$ cat src/rtl/idct_1d_serial.sv
// 8-point 1D inverse DCT: one coefficient per cycle is multiplied into all eight
// accumulators over 8 cycles, then rounded, level-shifted and clamped to 8-bit pixels.
module idct_1d_serial #(
    parameter int OFFSET = 0
) (
    input  logic        clk,
    input  logic        rst,
    input  logic [95:0] coef_in,
    input  logic        in_valid,
    output logic        in_ready,
    output logic [63:0] pix_out,
    output logic        out_valid,
    input  logic        out_ready
);

    typedef enum logic [1:0] {StIdle, StCalc, StDone} state_e;

    state_e             state_q, state_d;
    logic        [2:0]  k_q, k_d;
    logic        [95:0] coef_q, coef_d;
    logic        [63:0] pix_q, pix_d;
    logic signed [23:0] acc_q [8];
    logic signed [23:0] acc_d [8];

    logic signed [11:0] x_k;
    logic signed [7:0]  w   [8];
    logic signed [19:0] prod[8];
    logic signed [23:0] sum [8];
    logic               accept;

    // Q1.7 cosine magnitudes c1..c7
    function automatic logic signed [7:0] cmag(input int r);
        case (r)
            1:       return 8'sh3F;
            2:       return 8'sh3B;
            3:       return 8'sh35;
            4:       return 8'sh2D;
            5:       return 8'sh24;
            6:       return 8'sh18;
            7:       return 8'sh0C;
            default: return 8'sh00;
        endcase
    endfunction

    // cos((2n+1)k*pi/16) folded into the first half-period; r is never 0, 8 or 16
    function automatic logic signed [7:0] weight(input int n, input logic [2:0] k);
        int q;
        int r;
        if (k == 3'd0) return 8'sh2D;
        q = ((2 * n + 1) * int'(k)) % 32;
        r = (q <= 16) ? q : 32 - q;
        if (r < 8) return cmag(r);
        return -cmag(16 - r);
    endfunction

    function automatic logic [7:0] to_pixel(input logic signed [23:0] a);
        logic signed [24:0] rnd;
        int                 y;
        rnd = 25'(a) + 25'sd64;
        y   = int'(rnd >>> 7) + OFFSET;
        if (y < 0) return 8'd0;
        if (y > 255) return 8'd255;
        return 8'(y);
    endfunction

    // State register
    always_ff @(posedge clk or posedge rst) begin
        if (rst) begin
            state_q <= StIdle;
        end else begin
            state_q <= state_d;
        end
    end

    // Next-state logic
    always_comb begin
        state_d = state_q;
        unique case (state_q)
            StIdle: if (in_valid) state_d = StCalc;
            StCalc: if (k_q == 3'd7) state_d = StDone;
            StDone: if (out_ready) state_d = StIdle;
            default: state_d = StIdle;
        endcase
    end

    // Outputs decode straight from the state register, so no input reaches them combinationally
    always_comb begin
        in_ready  = (state_q == StIdle);
        out_valid = (state_q == StDone);
        pix_out   = pix_q;
    end

    assign accept = (state_q == StIdle) && in_valid;

    always_comb begin
        x_k = '0;
        for (int j = 0; j < 8; j++) begin
            if (k_q == 3'(j)) x_k = coef_q[95 - 12 * j -: 12];
        end
        for (int i = 0; i < 8; i++) begin
            w[i]    = weight(i, k_q);
            prod[i] = 20'(x_k) * 20'(w[i]);
            sum[i]  = acc_q[i] + 24'(prod[i]);
        end

        k_d    = k_q;
        coef_d = coef_q;
        pix_d  = pix_q;
        acc_d  = acc_q;
        if (accept) begin
            coef_d = coef_in;
            k_d    = 3'd0;
            for (int i = 0; i < 8; i++) acc_d[i] = '0;
        end else if (state_q == StCalc) begin
            acc_d = sum;
            k_d   = k_q + 3'd1;
            if (k_q == 3'd7) begin
                for (int i = 0; i < 8; i++) pix_d[63 - 8 * i -: 8] = to_pixel(sum[i]);
            end
        end
    end

    always_ff @(posedge clk or posedge rst) begin
        if (rst) begin
            k_q    <= '0;
            coef_q <= '0;
            pix_q  <= '0;
            for (int i = 0; i < 8; i++) acc_q[i] <= '0;
        end else begin
            k_q    <= k_d;
            coef_q <= coef_d;
            pix_q  <= pix_d;
            for (int i = 0; i < 8; i++) acc_q[i] <= acc_d[i];
        end
    end

endmodule

$ cat config.mk
export PLATFORM = sky130hd
export DESIGN_NAME = idct_1d_serial
export DESIGN_NICKNAME = d
export VERILOG_FILES = /design/src/rtl/idct_1d_serial.sv
export SDC_FILE = /design/constraint.sdc
export NUM_CORES = 2
export LEC_CHECK = 0
export ABC_AREA = 1
export CAP_MARGIN = 20
export CORE_AREA = 2 2 390 392
export DETAILED_ROUTE_END_ITERATION = 7
export DIE_AREA = 0 0 392 394
export GPL_TIMING_DRIVEN = 0
export PLACE_DENSITY = 0.53
export SLEW_MARGIN = 5
export SYNTH_ARGS = -nofsm -noshare
export SYNTH_HDL_FRONTEND = slang
export SYNTH_SLANG_ARGS = --single-unit
$ cat constraint.sdc
create_clock -name clk -period 37.5 [get_ports clk]
set_input_delay 7.5 -clock clk [delete_from_list [all_inputs] [get_ports clk]]
set_output_delay 7.5 -clock clk [all_outputs]
set_load 0.05 [all_outputs]
==> flow_summary.json <==
{
  "max_cap_violations": 0,
  "clk_pin_slew_ns": 0.07,
  "yosys-top-cells-area": "fa_1, dfrtp_1, nand2_1",
  "finalHoldViolCount": 0,
  "htree_num_levels": 2,
  "clk_latency_ns": 0.70,
  "ys_warn_count": 0,
  "final_max_slew_viol_count": 0,
  "nets": 9381,
  "clock-sinks": 357,
  "whs_path_depth": 2,
  "syn_avg_cell_area_um2": 7.83,
  "r2r_end": "pix_out[8]",
  "clockRootBuffer": "clkbuf_16",
  "ios": 166,
  "hp-class": "reg2reg",
  "worst_clock_skew_ns": 0.0384,
  "worstSetupEndpointType": "flop",
  "gp_congestion": 0.978,
  "ant_nets": 0,
  "wl_per_cell_um": 22.0,
  "track_usage_pct": 28.7,
  "hold_buffers": 0,
  "cts_buffer_depth": 3,
  "cts_resized": 0,
  "crit_type": "reg2reg",
  "antenna_found_initial": 8,
  "cp_max_fo": 13,
  "grt_pass1_wl_um": 333000,
  "cts_tree": "yes",
  "status": "complete, no violations",
  "synth_top_area_share_pct": 30.5,
  "whs_endpoint": "pix_out[9]",
  "cp_slowest_cell": "clkinv_1",
  "via_per_inst": 5.22,
  "initial_core_util_pct": 39.6,
  "path_buf_inv": 13,
  "grt.overflow.total": 0,
  "die_area_mm2": 0.154,
  "reg2reg_setup_slack_ns": 24.56,
  "async_flop_share_pct": 100,
  "syn_area_mm2": 0.0597,
  "dpl.hpwl_um": 178000,
  "synth_top_cell_by_area": "fa_1",
  "rows": 143,
  "synth.most_common_cell": "nand2_1",
  "die_y_um": 394,
  "final.min_clock_period_ns": 12.94,
  "place_area_mm2": 0.0646,
  "crit_required_ns": 38.11,
  "drc_errors": 0,
  "fin_setup_tns_ns": 0,
  "ys_types": 65,
  "cp_common_cell": "nand2_1",
  "grt_max_degree": 105,
  "vias": 51980,
  "r2r_cells": 44,
  "setup_viol": 0,
  "yosys_most_used_dff": "dfrtp_1",
  "synth_edf_count": 0,
  "cpLargestDelayFamily": "buffers and inverters",
  "final_layout_size_suffix_gt1_share_pct": 5.60,
  "reg2reg_from": "k_q[0]",
  "die_w_um": 392,
  "grt_pass1_vias": 52966,
  "synth_common_cells": "nand2_1, inv_1, fa_1",
  "worst_pin_slew_ns": 1.24,
  "ys_ff_latch": 357,
  "worstHoldStart": "pix_out[9]",
  "drtPass1Iterations": 8,
  "timing.final.crit_share_pct": 34.5,
  "syn_to_final_growth_pct": 11.4,
  "slew_headroom_pct": 17.5,
  "syn-instance-count": 7620,
  "drt-total-wl_um": 219000,
  "final_area_mm2": 0.0665,
  "start_kind": "flop",
  "cts_buffers": 53,
  "drt_iter0_markers": 3869,
  "grt_setup_unrepaired": "no",
  "ys_seq_area_share_pct": 15.0,
  "fmax_mhz": 77.3,
  "postCtsSetupRepairBufs": 0,
  "cp.arrival_ns": 13.55,
  "io_buffers": 165,
  "cpPeakStageDelay_ns": 0.69,
  "core_mm2": 0.151
}
==> layer usage <==
metal | up-vias | wire [um] | GRT usage, %
met5 | - | 82 | 0.282
met4 | 4 | 11000 | 12.1
met3 | 393 | 14700 | 4.41
met2 | 1636 | 98800 | 45.3
met1 | 25823 | 94800 | 39.2
li1 | 24124 | - | -
==> placed cells by master, fill, tap and decap left out, types with 22 or more instances in the layout <==
master	Yosys	final
nor2_2	30	31
nand3b_1	22	22
a21oi_1	240	240
nand4_1	145	145
o22ai_1	125	125
ha_1	488	488
inv_1	1428	1427
clkbuf_1	119	112
nand2_1	1711	1711
dfrtp_1	357	357
nor3_1	48	47
nor2_1	819	818
inv_2	38	38
nand3_1	388	388
buf_2	51	53
xnor2_1	56	56
o211ai_1	32	32
fa_1	909	909
o21ai_0	203	203
mux2_2	94	94
buf_8	0	23
xor2_1	114	114
clkbuf_16	0	53
clkdlybuf4s50_1	0	165
==> worst max path at each step <==
stage	startpoint	end	slack (ns)	cells after the start
6_report	k_q[0]	pix_out[8]	24.56	44
5_1_grt	k_q[0]	pix_out[8]	24.14	44
4_1_cts	k_q[0]	pix_out[8]	24.34	43
3_5_place_dp	k_q[0]	pix_out[8]	24.40	43
3_3_place_gp	rst	pix_out[24]	13.37	2
2_1_floorplan	rst	acc_q[0]	20.09	1
==> metrics by stage <==
stage | utilization [%] | hold slack, ns | worst slack (ns) | cells
after floorplan | - | 0.471 | 20.09 | 7625
after global placement | 42.4 | 0.462 | 13.37 | 9820
after detailed placement | 42.9 | 0.465 | 24.40 | 9856
after CTS | 44.1 | 0.480 | 24.34 | 9954
after global routing | 44.1 | 0.499 | 24.14 | 9958
final | 44.2 | 0.474 | 24.56 | 9962
==> layout make-up <==
type	count	area, um2
clock buffers	71	1490
plain buffers	196	858
fillers	15574	84100
clock inverters	27	417
flip-flops and latches	357	8930
diodes	5	12.5
well taps	2030	2540
inverters	1480	5570
repair buffers	204	2300
multi-input cells	5592	44400
==> kinds of logic (layout without fill, tap and decap cells) <==
| group | count (synthesis) | after routing | synth area share [%] |
|---|---|---|---|
| AND/OR/NAND/NOR | 3240 | 3240 | 22.7 |
| adder cells (fa/ha/maj) | 1397 | 1397 | 40.7 |
| XOR/XNOR | 178 | 178 | 2.71 |
| other | 1 | 11 | 0.00628 |
| multiplexers | 94 | 94 | 1.77 |
| buffers and inverters | 1676 | 1978 | 10.7 |
| AO/OA/AOI/OAI | 677 | 677 | 6.44 |
| flip-flops | 357 | 357 | 15.0 |
==> worst min-delay path, stage by stage (launching register included) <==
cell and delay (ns):
dfrtp_1 0.33, nand2_1 0.06, nand2_1 0.05
==> flip-flops by register name, summed over array words and instances (netlist names) <==
register	count
coef_q	96
k_q	3
acc_q	192
state_q	2
pix_out	64
Power is left out: the tool's default activity adds up to more than one toggle a clock period on the data nets, which glitch-free logic cannot reach.
